===== config.mk =====
export PLATFORM = sky130hd
export DESIGN_NAME = dmem_arbiter
export DESIGN_NICKNAME = d
export VERILOG_FILES = /design/src/rtl/dmem_arbiter.sv
export SDC_FILE = /design/constraint.sdc
export NUM_CORES = 1
export LEC_CHECK = 0
export ABC_AREA = 1
export ABC_CLOCK_PERIOD_IN_PS = 1600
export CORE_AREA = 2 2 92 94
export DETAILED_ROUTE_END_ITERATION = 12
export DIE_AREA = 0 0 94 96
export GPL_ROUTABILITY_DRIVEN = 0
export HOLD_SLACK_MARGIN = 0.02
export PLACE_DENSITY = 0.73
export SYNTH_ARGS = -nofsm -noshare
export SYNTH_HDL_FRONTEND = slang
export SYNTH_SLANG_ARGS = --single-unit

===== constraint.sdc =====
create_clock -name clk -period 1.6 [get_ports clk]
set_input_delay 0.32 -clock clk [delete_from_list [all_inputs] [get_ports clk]]
set_output_delay 0.32 -clock clk [all_outputs]
set_load 0.1 [all_outputs]

===== src/rtl/dmem_arbiter.sv =====
// Data-memory arbiter: single-beat core accesses versus bounded DMA bursts,
// round-robin on ties, with core stall signalling through core_ready.
module dmem_arbiter #(
  parameter int ADDR_W    = 10,
  parameter int DATA_W    = 32,
  parameter int MAX_BURST = 16
) (
  input  logic              clk,
  input  logic              rst,
  input  logic              core_req,
  input  logic              core_we,
  input  logic [ADDR_W-1:0] core_addr,
  input  logic [DATA_W-1:0] core_wdata,
  output logic [DATA_W-1:0] core_rdata,
  output logic              core_ready,
  input  logic              dma_req,
  input  logic              dma_we,
  input  logic [ADDR_W-1:0] dma_addr,
  input  logic [DATA_W-1:0] dma_wdata,
  input  logic              dma_last,
  output logic              dma_gnt,
  output logic [DATA_W-1:0] dma_rdata,
  output logic [ADDR_W-1:0] mem_addr,
  output logic [DATA_W-1:0] mem_wdata,
  output logic              mem_read,
  output logic              mem_write,
  input  logic [DATA_W-1:0] mem_rdata,
  output logic [1:0]        owner
);

  // state  | meaning
  // S_IDLE | no burst owner; core and DMA arbitrate round-robin each cycle
  // S_DMA  | DMA holds memory for the rest of its burst (up to MAX_BURST beats)
  typedef enum logic {S_IDLE, S_DMA} state_t;

  localparam int CNT_W = $clog2(MAX_BURST + 1);
  localparam logic [CNT_W-1:0] LAST_CNT = CNT_W'(MAX_BURST - 1);

  state_t           state_q, state_d;
  logic             last_dma_q, last_dma_d;
  logic [CNT_W-1:0] beat_cnt_q, beat_cnt_d;
  logic             core_win, dma_win;
  logic             core_gnt;

  always_ff @(posedge clk or negedge rst) begin
    if (!rst) begin
      state_q    <= S_IDLE;
      last_dma_q <= 1'b1;
      beat_cnt_q <= '0;
    end else begin
      state_q    <= state_d;
      last_dma_q <= last_dma_d;
      beat_cnt_q <= beat_cnt_d;
    end
  end

  always_comb begin
    state_d    = state_q;
    last_dma_d = last_dma_q;
    beat_cnt_d = beat_cnt_q;
    core_win   = 1'b0;
    dma_win    = 1'b0;
    case (state_q)
      S_IDLE: begin
        if (core_req && (!dma_req || last_dma_q)) begin
          core_win   = 1'b1;
          last_dma_d = 1'b0;
        end else if (dma_req) begin
          dma_win    = 1'b1;
          last_dma_d = 1'b1;
          if (!(dma_last || MAX_BURST == 1)) begin
            beat_cnt_d = CNT_W'(1);
            state_d    = S_DMA;
          end
        end
      end
      S_DMA: begin
        if (dma_req) begin
          dma_win = 1'b1;
          // the beat that reaches MAX_BURST forces the release
          if (dma_last || beat_cnt_q == LAST_CNT) begin
            state_d    = S_IDLE;
            beat_cnt_d = '0;
          end else begin
            beat_cnt_d = beat_cnt_q + CNT_W'(1);
          end
        end else begin
          state_d    = S_IDLE;
          beat_cnt_d = '0;
        end
      end
      default: begin
        state_d    = S_IDLE;
        beat_cnt_d = '0;
      end
    endcase
  end

  // Reset gates every strobe combinationally so an async abort is immediate.
  always_comb begin
    core_gnt   = core_win & rst;
    dma_gnt    = dma_win & rst;
    core_ready = rst & (!core_req | core_gnt);
    mem_addr   = '0;
    mem_wdata  = '0;
    mem_read   = 1'b0;
    mem_write  = 1'b0;
    if (core_gnt) begin
      mem_addr  = core_addr;
      mem_wdata = core_wdata;
      mem_read  = !core_we;
      mem_write = core_we;
    end else if (dma_gnt) begin
      mem_addr  = dma_addr;
      mem_wdata = dma_wdata;
      mem_read  = !dma_we;
      mem_write = dma_we;
    end
  end

  assign core_rdata = mem_rdata;
  assign dma_rdata  = mem_rdata;
  assign owner      = (state_q == S_DMA) ? 2'b10 : (last_dma_q ? 2'b00 : 2'b01);

endmodule


Yosys cells after proc, flatten, opt, wreduce, memory -nomap -nowiden. Cells that the tools add are included.

Flip-flop bits (word level): 7. Bits of input ports: 123.

Add/sub/neg operators: 1. Equality and inequality tests: 4. Muxes and demuxes: 29. Bitwise gates (word level): 5. Reductions and logical operators: 10.

Operators with widths (count): $mux 32 (2); $mux 5 (5); $mux 10 (2); $mux 1 (16); $pmux 5 s2 (1); $ne 2x2->1 const B (3); $add 5x1->5 const B (1); $eq 5x4->1 const B (1); $logic_not 1->1 (4); $pmux 1 s2 (2); $and 1x1->1 (3); $reduce_and 3->1 (1); $logic_or 1x1->1 (2); $mux 2 (1); $reduce_and 2->1 (1); $reduce_bool 2->1 (1); $logic_and 1x1->1 (1); $not 1->1 (1); $or 1x1->1 (1).

Longest topological paths before layout.
Word-level depth: 8. Mapped depth: 9.

Least setup slack after synthesis. OpenSTA, ideal clock, no wires.

Path kind: register to output. From: reg last_dma_q. To: out core_ready. Arrival: 2.999 ns. Required time: 1.280 ns. Slack: -1.719 ns. Stages on the path, launching flop included: 5. Buffers on the path: 0. Cell sequence: dfstp_2 inv_1 nand2_1 nand3_4 a21boi_0.

Cells in the longest elaborated chain, start to end: 7.

Ends and longest elaborated chain: from (decl) (line 40) `logic last_dma_q, last_dma_d;`; from (signal assigned) (line 52) `last_dma_q <= last_dma_d;`; $logic_or 1x1->1 (line 65) `if (core_req && (!dma_req || last_dma_q)) begin`; $logic_and 1x1->1 (line 65); $mux 1 (line 65); $mux 1 (line 63) `case (state_q)`; $and 1x1->1 (line 101) `core_gnt = core_win & rst;`; $or 1x1->1 (line 103) `core_ready = rst & (!core_req | core_gnt);`; $and 1x1->1 (line 103); to (decl) (line 15) `output logic core_ready,`.

No other way between the ends.

Worst setup path after layout.
From: reg last_dma_q. To: out mem_wdata[20].

Cells in the longest elaborated chain, start to end: 7.

Ends and longest elaborated chain: $logic_or 1x1->1 (*) (line 65); $logic_and 1x1->1 (*) (line 65); $mux 1 (line 65); $pmux 1 s2 (line 63); $and 1x1->1 (line 102) `dma_gnt = dma_win & rst;`; $mux 32 (line 113) `end else if (dma_gnt) begin`; $mux 32 (*) (line 108) `if (core_gnt) begin`; to (decl) (line 24) `output logic [DATA_W-1:0] mem_wdata,`.

Mark *: on every way between the ends. The rest lies on a longest branch, timed or not.

==> results.toml <==
[synth]
syn_nets = 402
syn-cell-area_sq_um = 1820
ys_ff_latch = 7
syn_inst = 277
ys_seq_area_frac = 0.0971
syn_area_per_cell_sq_um = 6.56
ys_warn_count = 0
synth.distinct_cells = 20

[drt]
drtIter0Drc = 71
remaining_drc_errors = 0
wl_per_cell_um = 16.5
final_antenna_net_count = 0
first_pass_iters = 4
via_count = 2273
drt_wl_total_mm = 7.58
vias_per_cell = 4.94

[grt]
grt.met3_usage = 0.0251
grt_use_met1 = 0.150
grt_pass1_vias = 2194
grt_max_degree = 53
grt_usage = 0.148
antenna_found_initial = 0
busiest_layer = "met2"
use_met2 = 0.288
grt_pass1_wl_mm = 10.6
overflow = 0

[clocking]
clk_latency_ps = 230
cts_tree = "done"
clockBufferDepth = 2
cts_hold_buf = 0
cts_sinks = 7
cts_root_buffer = "clkbuf_8"
numCtsBuffers = 3
cts_max_level = 1
clk_pin_slew_ps = 40

[setup_path]
critPathCaptureType = "output port"
crit_buf_inv = 4
path_cells = "inv_2, a21oi_4, buf_12, clkbuf_16, nand4_1, nand2_4, buf_12"
required_ps = 1280
startpoint_type = "register"
setup.worst_path.class = "register to output port"
worst_path_largest_cell_delay_ps = 530
critPathSlowestCell = "dfstp_2"
crit_fanout = 6
r2r-start = "beat_cnt_q[0]"
critical_path.top_delay_family = "flip-flops"
cp_common_cell = "buf_12"
startpoint = "last_dma_q"
arrival_ps = 1710

[timing]
period_needed_ps = 2030
relSlewSlack = 0.836
max_freq_mhz = 494
slew_viol_final = 0
tightest_slew_ps = 246
timing.final.ws_setup_ps = -426
skew_ps = 4.22
hold_viol = 0
fin_hold_ws_ps = 92.0
finalSetupViolations = 46
rsz0062_at_grt = "yes"
post-route-period-util = 1.27

[floorplan]
start_util = 0.226
fp.dieH_um = 96
die-area_sq_um = 9020
die_x_um = 94
coreArea_sq_um = 8050
io_pins = 235
row_count = 33

[placed_design]
numPlacedInstances = 448
port_buffers = 138
hpwl_mm = 5.50
place_area_sq_um = 3670

[cells_and_area]
final_common_cell = "clkdlybuf4s50_1"
final_cells = 460
final_util = 0.480
drive_gt1_frac = 0.383
finalInstanceArea_sq_um = 3870
num-nets-final = 481
n_antenna_cell = 0
layout_common_cells = "clkdlybuf4s50_1, buf_12, nand3_1"
areaGrowthSynthToFinish_pct = 113

[pwr]
vdd_ir_drop_max_v = 0.000331
total_leakage_power_uw = 0.00161
total_power_uw = 2490
power_density_nw_per_um2 = 644

[run_status]
status = "finished, violations left"
violations = "setup timing"

[hold_path]
hp-class = "input port to asynchronous set/reset pin"

[flow_run]
maxCapViolCount = 0
[sequential cells by signal, summed over array words and instances (netlist names)]
| register | count |
|---|---|
| beat_cnt_q | 5 |
| last_dma_q | 1 |
| state_q | 1 |
[worst paths after layout]
kind | end | slack [ps] | depth (start not counted)
max in group asynchronous | last_dma_q | 1250 | 2
worst max-delay path | mem_wdata[20] | -430 | 7
worst max register to register | beat_cnt_q[0] | 30 | 10
min in group clk | beat_cnt_q[4] | 500 | 2
worst min-delay path | beat_cnt_q[2] | 90 | 2
worst min register to register | beat_cnt_q[4] | 500 | 2
[metrics by stage]
| stage | TNS [ps] | worst slack, ps |
|---|---|---|
| floorplan | -4020 | -133 |
| global placement | -18850 | -453 |
| detailed placement | -20140 | -481 |
| CTS | -17830 | -428 |
| global route | -20190 | -472 |
| finish | -17460 | -426 |
[report_power, final]
| part | leakage [uW] | switching, uW | internal (uW) |
|---|---|---|---|
| Combinational | 0.00150 | 1180 | 832 |
| Clock | 0.0000228 | 81.7 | 173 |
| Sequential | 0.0000894 | 24.3 | 203 |
| Total | 0.00161 | 1280 | 1210 |
[cells in the mapped netlist (all sizes together)]
cell     n  share of area
nand4   45           0.15
clkbuf   5          0.038
dfstp    1          0.014
nand3   52           0.15
nand2   61           0.13
or2      1         0.0034
a21boi   1         0.0041
ha       2          0.014
buf     82           0.36
a21oi    3          0.014
nand3b   1         0.0041
o21ai    2         0.0055
dfrtp    6          0.083
nor2     3         0.0062
inv     12          0.025
[what timing repair did]
action / CTS / global route
pin swaps: 3 / 8
gates resized for setup: 3 / 5
gates cloned: 1 / 3
setup buffers: 1 / 3
endpoints found under the setup margin: 46 / 48
[cell type report]
class | instances | area, sq um
Clock buffer | 4 | 45.0
Fill cell | 744 | 4180
Inverter | 12 | 48.8
Multi-Input combinational cell | 171 | 1240
Sequential cell | 7 | 178
Tap cell | 105 | 131
Timing Repair Buffer | 161 | 2220
[routing by layer]
| metal | wire length (um) | part of all wire |
|---|---|---|
| met5 | 0 | 0 |
| met1 | 2590 | 0.34 |
| met3 | 599 | 0.079 |
| met2 | 4090 | 0.54 |
| met4 | 293 | 0.039 |
[cell families (layout without fill, tap and decap cells)]
logic type | count (synthesis) | after routing | share of synthesized area
AND/OR/NAND/NOR | 163 | 163 | 0.445
adder cells (fa/ha/maj) | 2 | 2 | 0.0138
buffers and inverters | 99 | 177 | 0.420
AO/OA/AOI/OAI | 6 | 6 | 0.0241
flip-flops | 7 | 7 | 0.0971
Note: power is estimated with default switching activity, not from simulation.
